$ cat src/rtl/truth_table_sweeper.sv
// truth_table_sweeper: walks an N_IN-bit vector through all 2^N_IN values, samples the block-under-test output and scores it against EXPECTED.
// Latency: done rises 2^N_IN*HOLD clocks after the start edge. The sample for each vector is taken on its last hold clock.
// Backpressure: none. A start seen while busy is ignored, and a start in IDLE or DONE launches a fresh sweep.
//
// Ports: clk/rst (async active-high) | start -> begin sweep | vec_out -> DUT inputs (MSB = 'a')
//        f_in <- DUT output | busy, done, pass, err_count, err_seen, first_err_idx, mism -> status
// Optional build macro SWEEP_GRAY_EN: vectors are driven in Gray-code order instead of binary order.
module truth_table_sweeper #(
    parameter int          N_IN     = 4,
    parameter int          HOLD     = 20,
    parameter logic [15:0] EXPECTED = 16'h0000
) (
    input  logic              clk,
    input  logic              rst,
    input  logic              start,
    output logic [N_IN-1:0]   vec_out,
    input  logic              f_in,
    output logic              busy,
    output logic              done,
    output logic              pass,
    output logic [N_IN:0]     err_count,
    output logic              err_seen,
    output logic [N_IN-1:0]   first_err_idx,
    output logic              mism
);
    localparam int                NV        = 1 << N_IN;
    localparam int                HW        = (HOLD > 1) ? $clog2(HOLD) : 1;
    localparam logic [NV-1:0]     EXP_TBL   = EXPECTED[NV-1:0];
    localparam logic [N_IN-1:0]   LAST_IDX  = N_IN'(NV - 1);
    localparam logic [HW-1:0]     LAST_HOLD = HW'(HOLD - 1);

    typedef enum logic [1:0] {S_IDLE, S_DRIVE, S_DONE} state_t;

    state_t            state_q;
    logic [N_IN-1:0]   idx_q;
    logic [HW-1:0]     hold_q;
    logic [N_IN-1:0]   vec_q;
    logic [N_IN:0]     err_cnt_q;
    logic              err_seen_q;
    logic [N_IN-1:0]   first_q;
    logic              mism_q;
    logic              busy_q;
    logic              done_q;
    logic              pass_q;

    logic [N_IN-1:0]   idx_d;
    logic [N_IN-1:0]   vec_d;
    logic              sample;
    logic              miss;
    logic [N_IN:0]     err_cnt_d;

    always_comb begin
        idx_d = idx_q + 1'b1;
`ifdef SWEEP_GRAY_EN
        vec_d = idx_d ^ (idx_d >> 1);
`else
        vec_d = idx_d;
`endif
        // Only the last clock of each hold window is scored, so earlier glitches on f_in are ignored.
        sample    = (state_q == S_DRIVE) && (hold_q == LAST_HOLD);
        // The expected bit is looked up by the driven vector value, not by the step index.
        miss      = sample && (f_in != EXP_TBL[vec_q]);
        err_cnt_d = err_cnt_q + (N_IN+1)'(miss);
    end

    always_ff @(posedge clk or posedge rst) begin
        if (rst) begin
            state_q    <= S_IDLE;
            idx_q      <= '0;
            hold_q     <= '0;
            vec_q      <= '0;
            err_cnt_q  <= '0;
            err_seen_q <= 1'b0;
            first_q    <= '0;
            mism_q     <= 1'b0;
            busy_q     <= 1'b0;
            done_q     <= 1'b0;
            pass_q     <= 1'b0;
        end else begin
            mism_q <= miss;
            case (state_q)
                S_IDLE, S_DONE: begin
                    if (start) begin
                        state_q    <= S_DRIVE;
                        idx_q      <= '0;
                        hold_q     <= '0;
                        vec_q      <= '0;   // step 0 is vector 0 in both orders
                        err_cnt_q  <= '0;
                        err_seen_q <= 1'b0;
                        first_q    <= '0;
                        busy_q     <= 1'b1;
                        done_q     <= 1'b0;
                        pass_q     <= 1'b0;
                    end
                end
                S_DRIVE: begin
                    if (sample) begin
                        err_cnt_q <= err_cnt_d;
                        if (miss && !err_seen_q) begin
                            err_seen_q <= 1'b1;
                            first_q    <= vec_q;
                        end
                        if (idx_q == LAST_IDX) begin
                            // vec_out keeps the last vector while the result is held.
                            state_q <= S_DONE;
                            busy_q  <= 1'b0;
                            done_q  <= 1'b1;
                            pass_q  <= (err_cnt_d == '0);
                        end else begin
                            idx_q  <= idx_d;
                            hold_q <= '0;
                            vec_q  <= vec_d;
                        end
                    end else begin
                        hold_q <= hold_q + 1'b1;
                    end
                end
                default: state_q <= S_IDLE;
            endcase
        end
    end

    assign vec_out       = vec_q;
    assign busy          = busy_q;
    assign done          = done_q;
    assign pass          = pass_q;
    assign err_count     = err_cnt_q;
    assign err_seen      = err_seen_q;
    assign first_err_idx = first_q;
    assign mism          = mism_q;

endmodule

$ cat config.mk
export PLATFORM = sky130hd
export DESIGN_NAME = truth_table_sweeper
export DESIGN_NICKNAME = d
export VERILOG_FILES = /design/src/rtl/truth_table_sweeper.sv
export SDC_FILE = /design/constraint.sdc
export NUM_CORES = 1
export LEC_CHECK = 0
export CAP_MARGIN = 20
export CORE_ASPECT_RATIO = 0.9
export CORE_UTILIZATION = 46
export CTS_CLUSTER_SIZE = 12
export DETAILED_ROUTE_END_ITERATION = 12
export PLACE_DENSITY_LB_ADDON = 0.25
export SLEW_MARGIN = 20
export SYNTH_ARGS = -nofsm -noshare
export SYNTH_HDL_FRONTEND = slang
export SYNTH_SLANG_ARGS = --single-unit
$ cat constraint.sdc
create_clock -name clk -period 2.15 [get_ports clk]
set_input_delay 0.3225 -clock clk [delete_from_list [all_inputs] [get_ports clk]]
set_output_delay 0.3225 -clock clk [all_outputs]
set_load 0.02 [all_outputs]
# ---- Yosys cells after proc, flatten, opt, wreduce, memory -nomap -nowiden
# Memories as Yosys holds them, arrays and structs flattened.
# Cells that the tools add are included.
dict set report classes {
  addsub 3
  eq_ne 11
  multipliers 0
  muxes 32
  bitwise 0
  order_cmp 1
  reduce_logical 14
  div_mod_pow 0
  shifts 0
}
# operator count
set ops {}
lappend ops {{$mux W4} 5}
lappend ops {{$mux W5} 4}
lappend ops {{$pmux W5 S2} 2}
lappend ops {{$pmux W4 S2} 2}
lappend ops {{$reduce_and A4 Y1} 3}
lappend ops {{$mux W1} 11}
lappend ops {{$reduce_and A3 Y1} 3}
lappend ops {{$pmux W1 S2} 4}
lappend ops {{$mux W2} 3}
lappend ops {{$ne A2 B2 Y1 const B} 3}
lappend ops {{$add A5 B1 Y5} 1}
lappend ops {{$add A5 B1 Y5 const B} 1}
lappend ops {{$eq A5 B5 Y1 const B} 1}
lappend ops {{$logic_not A5 Y1} 1}
lappend ops {{$lt A4 B5 Y1 const B} 1}
lappend ops {{$add A4 B1 Y4 const B} 1}
lappend ops {{$eq A4 B4 Y1 const B} 1}
lappend ops {{$ne A2 B1 Y1 const B} 2}
lappend ops {{$pmux W2 S2} 1}
lappend ops {{$logic_and A1 B1 Y1} 3}
lappend ops {{$ne A3 B3 Y1 const B} 1}
lappend ops {{$eq A2 B1 Y1 const B} 1}
lappend ops {{$eq A2 B2 Y1 const B} 1}
lappend ops {{$logic_not A2 Y1} 1}
lappend ops {{other kinds (4)} 4}
dict set report word_totals {
  memories 1
  inputBits 4
  mem_bits_rw 0
  wordCells 72
  ff_bits 25
  romBits 16
  latchBits 0
  out_inout_bits 18
}
# memory words width read_ports rd_clocked_by_memory_dff write_ports line
set memory_table {}
lappend memory_table {{(name not given)} 16 1 1 0 0 62} ;# miss = sample && (f_in != EXP_TBL[vec_q]);

# ---- Logic depth before layout (Yosys ltp)
dict set report logic_depth {
  depth_word 9
  ltp_mapped 10
  depth_no_buf 9
}

# ---- Least setup slack after synthesis
# OpenSTA, ideal clock, no wires.
dict set report synth_path {
  path_type {reg-to-reg}
  start {reg hold_q[0]}
  end {reg pass_q, in the netlist pass}
  arrival_time_ns 2.228
  synth_period_minus_slack_ns 2.305
  stages_incl_launch_ff 11
  path_buffers 1
  path_slack_ns -0.155
  required_ns 2.074
  setup_time_ns 0.076
  cell_sequence {dfrtp_1 -> ha_1 -> nand4bb_1 -> buf_2 -> nor3_1 -> ha_1 -> ha_1 -> nand3_1 -> xnor2_1 -> or4_1 -> o21ai_1}
}
dict set report synth_between {
  elab_chain_cells 8
  elab_cells_between_ends 10
  cone_classes {add/sub: 1; eq/ne: 2; mux: 3; reduce/logical: 4}
}
# item line
set synth_rtl {}
lappend synth_rtl {{start: declaration} 36} ;# logic [HW-1:0] hold_q;
lappend synth_rtl {{start signal: assignment} 115} ;# hold_q <= hold_q + 1'b1;
lappend synth_rtl {{$eq A5 B5 Y1} 60} ;# sample = (state_q == S_DRIVE) && (hold_q == LAST_HOLD);
lappend synth_rtl {{$logic_and A1 B1 Y1} 60}
lappend synth_rtl {{$logic_and A1 B1 Y1} 62}
lappend synth_rtl {{net miss} 49} ;# logic miss;
lappend synth_rtl {{$add A5 B1 Y5} 63} ;# err_cnt_d = err_cnt_q + (N_IN+1)'(miss);
lappend synth_rtl {{$logic_not A5 Y1} 108} ;# pass_q <= (err_cnt_d == '0);
lappend synth_rtl {{$mux W1} 103} ;# if (idx_q == LAST_IDX) begin
lappend synth_rtl {{$mux W1} 97} ;# if (sample) begin
lappend synth_rtl {{$pmux W1 S2} 81} ;# case (state_q)
lappend synth_rtl {{end signal: assignment} 108}
lappend synth_rtl {{end: declaration} 44} ;# logic pass_q;
# The timed path passes the listed nets, and every way through them passes these cells. The select of a mux whose other input is x is not followed.
# A chain may end at the register's enable or synchronous reset.

# ---- Worst setup path after layout
dict set report layout_path {
  start {reg hold_q[1]}
  end {reg pass_q, in the netlist pass}
}
# Same word-level chain as after synthesis.

==> reports/metrics.csv <==
stage,metric,value,unit
clocking,cts-root-buf,clkbuf_4,
finish,stdcell_area,1650,µm²
die,die_h,51.0,µm
logic_synthesis,synth_top_flop_cell,dfrtp_1,
logic_synthesis,synth_edf_count,0,
flow_run,drv_cap,0,
drt,dr.pass1.iters,6,
die,die-area,2870,µm²
sta,worstMarginPinSlew,0.542,ns
global_route,overflow,0,
worst_setup_path,cp_num_buf_inv,0,
sta,skew,0.0102,ns
drt,drt-initial-drc-count,17,
worst_setup_path,critPathCaptureType,flip-flop,
global_route,antenna_found_initial,0,
finish,fin_nets,167,
finish,diodes,0,
pwr,peakVddDrop,0.670,mV
clocking,clock_latency,0.33,ns
die,core,2490,µm²
placement,hpwlAfterDp,1.84,mm
die,placementRows,17,
drt,wl,2.59,mm
worst_setup_path,cp_max_fo,3,
clocking,cts.path.max_buffers,2,
worst_setup_path,slowest_delay,0.42,ns
status,status,finished clean,
logic_synthesis,syn_area_per_cell,9.88,µm²
worst_setup_path,crit_top_cell,ha_4,
logic_synthesis,yosysSeqAreaShare,51.1,%
placement,numPortBuffers,21,
clocking,h-tree-depth,1,
worst_setup_path,critical_path.cell_chain,ha_4 -> nand4bb_4 -> nor3_4 -> ha_2 -> ha_4 -> nand3_4 -> xnor2_1 -> or4_1 -> o21ai_2,
die,die_width,56.4,µm
drt,route.detailed.drc,0,
clocking,cts_buffers,3,
global_route,use_met2,34.1,%
global_route,use_met1,28.4,%
logic_synthesis,synth.top_cells.by_count,"nand2_1 (27), dfrtp_1 (25), o21ai_0 (13)",
drt,via_count,1013,
global_route,grt_pass1_vias,977,
global_route,track_usage,21.2,%
logic_synthesis,post-synth-top-area-cell,dfrtp_1,
logic_synthesis,yosys_warnings,0,
min_path,hold_class,primary input to async pin,
global_route,met3_usage,6.58,%
logic_synthesis,syn_inst,124,
placement,dp_slack,-0.125,ns
logic_synthesis,synthesis.area,1220,µm²
worst_setup_path,arrival,2.33,ns
worst_setup_path,worst_path_max_delay_cell,dfrtp_1,
worst_setup_path,path_delay_family,simple AND/OR/NAND/NOR gates,
worst_setup_path,path_class,flip-flop to flip-flop,
worst_setup_path,startpoint_type,flip-flop,
logic_synthesis,synthTopCellsByArea,"dfrtp_1 (51%), nand2_1 (8.3%), o21ai_0 (5.3%)",
clocking,cts_tree,yes,
placement,place_area,1560,µm²
logic_synthesis,yosysMostFrequentCell,nand2_1,
sta,rsz0062_at_grt,yes,
logic_synthesis,async_flop_share,100,%
pwr,p_per_area,816,nW/µm²
die,ios,22,
drt,wl_per_cell,13.9,µm
sta,final_max_slew_viol_count,0,
worst_setup_path,required,2.42,ns
logic_synthesis,synth_nets,132,
global_route,grt_max_degree,26,
sta,period_needed,2.06,ns
clocking,cts_hold_buf,0,
placement,place_congestion,0.821,
logic_synthesis,synth_cell_types,33,
global_route,top_usage_layer,met2,
finish,layout-drive-gt1-share,18.4,%
global_route,grt_pass1_wl,4.64,mm
logic_synthesis,ys_ff_latch,25,
sta,fmax,486,MHz
drt,final_antenna_net_count,0,
drt,viasPerCell,5.45,
sta,relSlewSlack,63.8,%
logic_synthesis,synth_top_area_share,51.1,%
die,initial_core_util,49.2,%
finish,fillers,209,
sta,final_hold_viol_count,0,
sta,setup_ws,0.0903,ns
finish,area_delta_synth_final,34.3,%
sta,period_share,95.8,%
clocking,cts.sinks,25,
sta,setup_viol,0,
clocking,clkTransAtPathRegs,0.15,ns
pwr,leakagePower,0.708,nW
## layout by cell type (no fill, tap or decap), drive strengths merged, types with 2 or more instances in the layout
master	count
a21oi	2
a22o	2
ha	4
xnor2	2
nor3	4
a21o	3
mux2i	3
nand2	27
dfrtp	25
xor2	2
clkdlybuf4s50	21
buf	12
nor4	3
inv	4
nor2	6
clkbuf	3
nand2b	3
o21ai	14
nand3	6
## per-stage QoR
step	hold slack [ns]	TNS (ns)	cells	total power, mW	util [%]
floorplan	0.350	0	124	0.907	-
global placement	0.458	-0.0629	180	1.09	62.8
detailed placement	0.462	-0.170	180	1.10	62.8
CTS	0.325	0	186	1.36	65.7
global route	0.328	-0.0510	186	1.44	66.1
finish	0.314	0	186	1.34	66.1
## cell families (layout without fill, tap and decap cells)
kind of cell	count (synthesis)	count (layout)	synth area share [%]
and+or+nand+nor	56	56	24.7
xor gates and xnor gates	4	4	2.86
buffers and inverters	7	41	2.35
muxes	3	3	2.45
DFF	25	25	51.1
adders and majority gates	4	4	4.09
AOI/OAI and AO/OA	25	25	12.5
## per-layer routing
| metal | vias up | routed length [µm] |
|---|---|---|
| met5 | - | 0 |
| met4 | 0 | 17 |
| met3 | 4 | 126 |
| met2 | 27 | 1240 |
| met1 | 480 | 1200 |
| li1 | 502 | - |
## where the power goes
part	internal, mW	switching, mW
sequential	0.549	0.0823
clock	0.0698	0.147
combinational	0.261	0.234
## worst paths after layout
| check | startpoint | end | slack (ns) | depth (start not counted) |
|---|---|---|---|---|
| max | hold_q[1] | pass | 0.09 | 9 |
| min | rst | err_count[4] | 0.31 | 3 |
| max reg2reg | hold_q[1] | pass | 0.09 | 9 |
| min reg2reg | done | done | 0.49 | 2 |
| max in group asynchronous | rst | vec_out[1] | 1.58 | 3 |
| min in group clk | done | done | 0.49 | 2 |
## worst register-to-register path, delay by kind of cell (launching register included)
| kind | cells | cell delay (ns) |
|---|---|---|
| fa+ha+maj | 3 | 0.56 |
| compound gates | 1 | 0.12 |
| simple gates | 4 | 0.77 |
| flops | 1 | 0.42 |
| xor+xnor | 1 | 0.13 |
## area by class of cell
| cell class | instances | area [µm²] | share of cell area [%] |
|---|---|---|---|
| multi-input cells | 92 | 642 | 39.0 |
| inverters | 4 | 15.0 | 0.913 |
| repair buffers | 33 | 300 | 18.3 |
| clock buffers | 3 | 22.5 | 1.37 |
| well taps | 28 | 35.0 | 2.13 |
| flip-flops and latches | 25 | 626 | 38.0 |
| clock inverters | 1 | 5.00 | 0.304 |
## state kept, by name, indices dropped and copies added (netlist names), 2 cells and up
name,cells
vec_out,4
hold_q,5
err_count,5
state_q,2
first_err_idx,4
## repair_timing
| action | in CTS | in global routing |
|---|---|---|
| gates resized for setup | 3 | 2 |
| buffers inserted | 2 | 0 |
| pin swaps | 3 | 3 |
| setup endpoints to repair | 1 | 1 |
No activity file was read; power rests on OpenSTA's default activity.
